`src/rtl/div_pkg.sv`:
```
// div_pkg: shared definitions for the sequential restoring divider.
//   - div_state_e : controller state encoding (IDLE / BUSY / DONE)
//   - div_clog2   : ceil(log2(v)), used to size the step counter
//                   (the counter holds values 0..N, so it is sized with N+1)
package div_pkg;

  typedef enum logic [1:0] {
    IDLE = 2'd0,
    BUSY = 2'd1,
    DONE = 2'd2
  } div_state_e;

  // Constant function, evaluated at elaboration only. Returns at least 1.
  function automatic int div_clog2(input int unsigned v);
    int w;
    w = 1;
    for (int i = 1; i < 31; i++) begin
      if ((32'd1 << i) < v) w = i + 1;
    end
    return w;
  endfunction

endpackage

```
`src/rtl/div_step.sv`:
```
// div_step: one combinational restoring-division step.
// The partial remainder is shifted left by one bit, with the next dividend
// bit (the msb of Q) entering at the bottom. The divisor is then trial-
// subtracted from it. If the result is non-negative, it becomes the new
// remainder and the quotient bit is 1. Otherwise, the shifted value is kept
// and the quotient bit is 0.
// Ports:
//   r_i       [N:0]   current partial remainder
//   q_msb_i           dividend bit shifted in this step (Q msb)
//   divisor_i [N-1:0] divisor
//   r_o       [N:0]   next partial remainder
//   q_bit_o           quotient bit produced by this step
module div_step
  import div_pkg::*;
#(
  parameter int N = 4
) (
  input  logic [N:0]   r_i,
  input  logic         q_msb_i,
  input  logic [N-1:0] divisor_i,
  output logic [N:0]   r_o,
  output logic         q_bit_o
);

  logic [N:0]   shifted;
  logic [N+1:0] trial;

  always_comb begin
    shifted = {r_i[N-1:0], q_msb_i};
    trial   = {1'b0, shifted} - {2'b00, divisor_i};
    // A set r_i[N] means the true shifted value is at least 2^(N+1), which
    // always exceeds the divisor. In that case, the subtraction cannot go
    // negative. This only occurs on operations already flagged as overflow,
    // whose remainder is discarded.
    q_bit_o = r_i[N] | ~trial[N+1];
    r_o     = q_bit_o ? trial[N:0] : shifted;
  end

endmodule

```
`src/rtl/seq_divider.sv`:
```
// seq_divider: sequential unsigned restoring divider, 2N-bit / N-bit.
// It produces one quotient bit per clock and uses a valid/ready handshake on
// both the input and output sides.
// Ports:
//   clk, rst                  clock; synchronous active-high reset
//   in_valid / in_ready       operation handshake (ready only in IDLE)
//   dividend [2N-1:0]         unsigned dividend, sampled at the accepting edge
//   divisor  [N-1:0]          unsigned divisor, sampled at the accepting edge
//   out_valid / out_ready     result handshake
//   quotient, remainder [N-1:0]
//   overflow                  quotient does not fit in N bits (includes /0)
//   div_by_zero               divisor was zero
// Build option:
//   DIV_FAST_OVF_EN  When this macro is defined, operations that overflow go
//                    straight from IDLE to DONE. When it is undefined, every
//                    operation takes the same latency. Output values are the
//                    same in both builds.
module seq_divider
  import div_pkg::*;
#(
  parameter int N = 4
) (
  input  logic           clk,
  input  logic           rst,
  input  logic           in_valid,
  output logic           in_ready,
  input  logic [2*N-1:0] dividend,
  input  logic [N-1:0]   divisor,
  output logic           out_valid,
  input  logic           out_ready,
  output logic [N-1:0]   quotient,
  output logic [N-1:0]   remainder,
  output logic           overflow,
  output logic           div_by_zero
);

  localparam int CW = div_clog2(N + 1);

  div_state_e    state_q;
  logic [N:0]    r_q;
  logic [N-1:0]  q_q;
  logic [N-1:0]  div_q;
  logic [CW-1:0] cnt_q;
  logic          ovf_q;
  logic          dz_q;

  logic          out_valid_q;
  logic [N-1:0]  quotient_q;
  logic [N-1:0]  remainder_q;
  logic          overflow_q;
  logic          div_by_zero_q;

  logic [N:0]    r_d;
  logic          q_bit_d;
  logic [N-1:0]  q_d;
  logic          accept;
  logic          ovf_now;
  logic          dz_now;

  div_step #(.N(N)) u_step (
    .r_i       (r_q),
    .q_msb_i   (q_q[N-1]),
    .divisor_i (div_q),
    .r_o       (r_d),
    .q_bit_o   (q_bit_d)
  );

  always_comb begin
    q_d      = {q_q[N-2:0], q_bit_d};
    in_ready = (state_q == IDLE) & ~rst;
    accept   = in_valid & in_ready;
    // The quotient fits in N bits only if the upper dividend half is
    // strictly less than the divisor. A divisor of zero always fails this.
    ovf_now  = (dividend[2*N-1:N] >= divisor);
    dz_now   = (divisor == '0);
  end

  always_ff @(posedge clk) begin
    if (rst) begin
      state_q       <= IDLE;
      r_q           <= '0;
      q_q           <= '0;
      div_q         <= '0;
      cnt_q         <= '0;
      ovf_q         <= 1'b0;
      dz_q          <= 1'b0;
      out_valid_q   <= 1'b0;
      quotient_q    <= '0;
      remainder_q   <= '0;
      overflow_q    <= 1'b0;
      div_by_zero_q <= 1'b0;
    end else begin
      case (state_q)
        IDLE: begin
          if (accept) begin
            r_q   <= {1'b0, dividend[2*N-1:N]};
            q_q   <= dividend[N-1:0];
            div_q <= divisor;
            ovf_q <= ovf_now;
            dz_q  <= dz_now;
            cnt_q <= CW'(N);
`ifdef DIV_FAST_OVF_EN
            if (ovf_now) begin
              // The result is already known to be saturated, so the
              // iterations are skipped.
              state_q       <= DONE;
              cnt_q         <= '0;
              out_valid_q   <= 1'b1;
              quotient_q    <= '1;
              remainder_q   <= '0;
              overflow_q    <= 1'b1;
              div_by_zero_q <= dz_now;
            end else begin
              state_q <= BUSY;
            end
`else
            state_q <= BUSY;
`endif
          end
        end

        BUSY: begin
          r_q   <= r_d;
          q_q   <= q_d;
          cnt_q <= cnt_q - CW'(1);
          if (cnt_q == CW'(1)) begin
            // The last step's results go directly to the outputs, so the
            // result is ready without waiting an extra cycle.
            state_q       <= DONE;
            out_valid_q   <= 1'b1;
            quotient_q    <= ovf_q ? '1 : q_d;
            remainder_q   <= ovf_q ? '0 : r_d[N-1:0];
            overflow_q    <= ovf_q;
            div_by_zero_q <= dz_q;
          end
        end

        DONE: begin
          if (out_ready) begin
            // Quotient and remainder keep their last value; only the flags
            // are cleared.
            state_q       <= IDLE;
            out_valid_q   <= 1'b0;
            overflow_q    <= 1'b0;
            div_by_zero_q <= 1'b0;
          end
        end

        default: begin
          state_q     <= IDLE;
          out_valid_q <= 1'b0;
        end
      endcase
    end
  end

  assign out_valid   = out_valid_q;
  assign quotient    = quotient_q;
  assign remainder   = remainder_q;
  assign overflow    = overflow_q;
  assign div_by_zero = div_by_zero_q;

endmodule

```
`config.mk`:
```
export PLATFORM = sky130hd
export DESIGN_NAME = seq_divider
export DESIGN_NICKNAME = d
export VERILOG_FILES = /design/src/rtl/div_pkg.sv /design/src/rtl/div_step.sv /design/src/rtl/seq_divider.sv
export SDC_FILE = /design/constraint.sdc
export NUM_CORES = 1
export LEC_CHECK = 0
export ABC_AREA = 1
export BUFFER_PORTS_ARGS = -buffer_cell sky130_fd_sc_hd__buf_4
export CORE_UTILIZATION = 33
export CTS_CLUSTER_SIZE = 16
export DETAILED_ROUTE_END_ITERATION = 7
export GPL_ROUTABILITY_DRIVEN = 1
export PLACE_DENSITY = 0.6
export SLEW_MARGIN = 20
export SYNTH_ARGS = -nofsm -noshare
export SYNTH_HDL_FRONTEND = slang
export SYNTH_SLANG_ARGS = --single-unit
```
`constraint.sdc`:
```
create_clock -name clk -period 4 [get_ports clk]
set_input_delay 0.2 -clock clk [delete_from_list [all_inputs] [get_ports clk]]
set_output_delay 0.2 -clock clk [all_outputs]
set_load 0.01 [all_outputs]
```
# Word-level counts from Yosys, hierarchy flattened
# Index checks and enable logic that the tools add are counted.
# classes
n_addsub	2
order_cmp	1
eq_ne	6
muxes	20
bitwise	6
reduce_logical	10
# ops
op	count
$mux 4	3
$mux 5	2
$pmux 5 s2	1
$reduce_and 3->1	3
$pmux 4 s2	1
$mux 2	3
$ne 2x2->1 const B	3
$pmux 2 s3	1
$pmux 3 s2	1
$reduce_and 2->1	3
$sub 5x4->6	1
$ge 4x4->1	1
$logic_not 4->1	1
$mux 1	4
$pmux 1 s2	2
$reduce_bool 2->1	2
$eq 3x1->1 const B	1
$mux 3	1
$not 1->1	3
$pmux 1 s3	1
$sub 3x1->3 const B	1
$and 1x1->1	2
$eq 2x1->1 const B	1
$eq 2x2->1 const B	1
2 further kinds	2
# totals
register_bits	31
inputBits	16
out_inout_bits	12
elab_cells	57

# Longest topological paths before layout
# logic_depth
word_depth	5
mapped_depth	12
depth_no_buf	12

# Hierarchy
# From an unflattened synthesis, not the netlist that was laid out.
# hier_totals
cells_unflattened	234
area_unflattened_um2	1661.6
# modules_own_cells
module	n_inst	cells_per_inst	area_per_inst_um2	seq_area_each_um2
seq_divider	1	187	1391.3	620.6
div_step	1	47	270.3	0.0

# Least setup slack after synthesis
# OpenSTA, ideal clock, no wires.
# synth_timing
kind	reg2reg
from	register q_q[3]
to	register r_q[4]
setup_time_ns	0.134
arrival_time_ns	1.327
t_required_ns	3.866
path_slack_ns	2.540
path_stages_with_launch	9
path_buffers	0
synth_period_minus_slack_ns	1.460
path_cell_list	dfxtp_1 inv_1 ha_1 fa_1 nand3b_1 nand2_1 nand2_1 nand4_1 a21oi_1
# synth_via
elab_chain_cells	5
# synth_lines
element	line_no	source
start: declaration	seq_divider.sv:41	logic [N-1:0] q_q;
start signal: assignment	seq_divider.sv:97	q_q <= dividend[N-1:0];
start signal: assignment	seq_divider.sv:124	q_q <= q_d;
$sub 5x4->6 *	div_step.sv:30	trial = {1'b0, shifted} - {2'b00, divisor_i};
$not 1->1	div_step.sv:35	q_bit_o = r_i[N] | ~trial[N+1];
$or 1x1->1	div_step.sv:35	
$mux 5 *	div_step.sv:36	r_o = q_bit_o ? trial[N:0] : shifted;
$pmux 5 s2 *	seq_divider.sv:93	case (state_q)
end signal: assignment	seq_divider.sv:96	r_q <= {1'b0, dividend[2*N-1:N]};
end signal: assignment	seq_divider.sv:123	r_q <= r_d;
end: declaration	seq_divider.sv:40	logic [N:0] r_q;
# Mark *: on every way between the ends. The rest lies on a longest branch, timed or not.
# A chain may end at the register's enable or synchronous reset.

# Worst setup path in the final report
# Same ends and word-level chain as after synthesis.

==> qor.csv <==
stage,metric,value,unit
pwr,power_density,471,nW/um2
critical_path,rr_endpoint,r_q[4],
hold_path,min_to,div_q[0],
critical_path,rrSetupSlack,2.43,ns
critical_path,path_cells,"inv_1, ha_1, fa_1, nand3b_1, nand3_1, nand4_1, a21oi_1",
floorplan,core,4720,um2
timing,slew_headroom,79.9,%
routing,wirelength,3630,um
timing,worst_pin_slew,0.301,ns
routing,drt-pass1-iter-count,5,
timing,rsz0062_at_grt,no,
cts,cts_tree,done,
run,cap_violations,0,
critical_path,crit_required,4.22,ns
cts,clk_pin_slew,0.06,ns
timing,max_clock_freq,637,MHz
cts,clk_latency,0.29,ns
floorplan,die_w,72.0,um
routing,drtIter0Drc,68,
timing,setup_tns,0,ns
cts,clock_path_buffers,2,
cts,post-cts-setup-buffer-count,0,
hold_path,whs_path_depth,3,
cts,cts.hold.buffers_added,0,
timing,fin_crit,1.57,ns
timing,skew,0.00373,ns
layout,final_area,1970,um2
yosys,synth_seq_cells,31,
routing,wl_per_cell,11.8,um
grt,grt_use_total,15.6,%
floorplan,die_area,5190,um2
floorplan,die_h,72.0,um
routing,avgViaCountPerCell,4.62,
layout,n_antenna_cell,0,
routing,drc,0,
placed_design,place_congestion,0.792,
routing,vias,1428,
yosys,syn_area_per_cell,7.60,um2
grt,grt_antenna_before_repair,0,
critical_path,crit_path_end_kind,register,
pwr,total_power,0.000926,W
placed_design,place_area,1870,um2
cts,clock-sinks,31,
grt,grt_pass1_wl,6090,um
cts,cts_buffers,5,
yosys,syn-num-nets,240,
layout,nets,268,
yosys,synthCells,213,
placed_design,port_buffers,27,
grt,grt_max_degree,19,
floorplan,start_util,34.3,%
status,outcome,completed,
critical_path,path_max_fanout,2,
cts,htree_levels,2,
cts,cts_resized,0,
layout,drive_above_1_share,21.1,%
critical_path,cp_slowest_cell,fa_1,
floorplan,rows,25,
placed_design,dp_hpwl,2720,um
floorplan,pin_count,28,
hold_path,hold_path_class,in2reg,
layout,fill_cells,505,
layout,area_growth,21.6,%
routing,ant_nets,0,
grt,grt_pass1_vias,1289,
pwr,ir_drop,0.128,mV
hold_path,hp-start,divisor[0],
critical_path,cp_slowest_stage_delay,0.41,ns
pwr,p_leak,0.893,nW
timing,setup_violations,0,
yosys,yosysWarningCount,0,
critical_path,criticalPathCategory,reg2reg,
critical_path,cp-start-kind,register,
yosys,syn_area,1620,um2
critical_path,cp.arrival,1.79,ns
cts,cts-root-buf,clkbuf_8,
layout,utilization,41.7,%
critical_path,ff2ff_path_depth,7,
timing,period_share,39.2,%
yosys,synth_cell_types,32,
timing,finalHoldViolCount,0,
critical_path,r2r-start,q_q[3],
yosys,ys_seq_area_share,38.3,%
layout,final_cell_mix,"nand2_1, dfxtp_1, inv_1, buf_4, a21oi_1",
grt,gr-total-overflow,0,
layout,final_common_cell,nand2_1,
timing,finalMaxSlewViolations,0,
state kept, by name (all words and copies together) (netlist names):
register and flops:
div_q 4, div_by_zero 1, q_q 4, out_valid 1
remainder 4, r_q 5, quotient 4, ovf_q 1
state_q 2, dz_q 1, overflow 1, cnt_q 3
synth_stat cells:
master | n | area [um2]
a211oi_1 | 1 | 7.51
a21boi_0 | 1 | 7.51
a21oi_1 | 19 | 95.1
a21oi_2 | 2 | 17.5
a31oi_1 | 3 | 18.8
buf_2 | 3 | 15.0
buf_4 | 1 | 7.51
buf_6 | 1 | 11.3
clkbuf_1 | 1 | 3.75
dfxtp_1 | 31 | 621
fa_1 | 1 | 20.0
ha_1 | 10 | 125
inv_1 | 30 | 113
inv_2 | 3 | 11.3
inv_4 | 1 | 6.26
inv_6 | 1 | 8.76
nand2_1 | 37 | 139
nand2_2 | 4 | 25.0
nand2_4 | 1 | 11.3
nand3_1 | 18 | 90.1
nand3_4 | 2 | 35.0
nand3b_1 | 1 | 7.51
nand4_1 | 3 | 18.8
nor2_1 | 10 | 37.5
nor2_4 | 1 | 11.3
nor3_1 | 4 | 20.0
o211ai_2 | 1 | 12.5
o21ai_0 | 14 | 70.1
o21ai_1 | 4 | 20.0
o21ai_2 | 1 | 8.76
o22ai_1 | 1 | 6.26
xor2_1 | 2 | 17.5
how the worst max path moves through the flow:
stage,from,end
after floorplan,q_q[3],r_q[4]
after global placement,q_q[3],r_q[4]
after detailed placement,q_q[3],r_q[4]
after CTS,q_q[3],r_q[4]
after global routing,div_q[2],remainder[2]
final,q_q[3],r_q[4]
cells by family (layout without fill, tap and decap cells):
| group | after synthesis | in the layout | share of synthesized area [%] |
|---|---|---|---|
| and+or+nand+nor | 81 | 81 | 24.4 |
| DFF | 31 | 31 | 38.3 |
| buffers and inverters | 41 | 70 | 10.9 |
| xor gates and xnor gates | 2 | 2 | 1.08 |
| AOI/OAI and AO/OA | 47 | 47 | 16.3 |
| adders and majority gates | 11 | 11 | 8.96 |
through the flow:
stage / hold WS, ns / std cells / worst slack, ns
after detailed placement: 0.435 / 301 / 2.44
final: 0.137 / 309 / 2.43
after global routing: 0.157 / 309 / 2.23
after floorplan: 0.310 / 213 / 2.54
after global placement: 0.429 / 301 / 2.43
after CTS: 0.138 / 309 / 2.42
power breakdown:
part           switching, W  total, W  internal (W)
sequential        0.0000242  0.000369      0.000345
clock              0.000115  0.000271      0.000157
combinational      0.000182  0.000286      0.000105
total              0.000320  0.000926      0.000606
critical path: cells and delay by family, from the launching register on:
| kind | cells | cell delay, ns |
|---|---|---|
| AO/OA/AOI/OAI | 1 | 0.13 |
| adder cells (fa/ha/maj) | 2 | 0.62 |
| buffers and inverters | 1 | 0.06 |
| flip-flops | 1 | 0.32 |
| AND/OR/NAND/NOR | 3 | 0.39 |
layout make-up:
class | instances | area, um2 | share of cell area, %
Sequential cell | 31 | 621 | 31.5
Multi-Input combinational cell | 141 | 822 | 41.8
Timing Repair Buffer | 27 | 203 | 10.3
Tap cell | 67 | 83.8 | 4.26
Inverter | 35 | 139 | 7.06
Clock buffer | 8 | 100 | 5.09
metal layers:
| layer | track usage (%) | wire [um] | part of all wire, % |
|---|---|---|---|
| met1 | 20.8 | 1860 | 51 |
| met2 | 23.6 | 1570 | 43 |
| met3 | 4.72 | 139 | 3.8 |
| met4 | 6.54 | 62 | 1.7 |
| met5 | 0 | 0 | 0 |
Note: power is estimated with default switching activity, not from simulation.
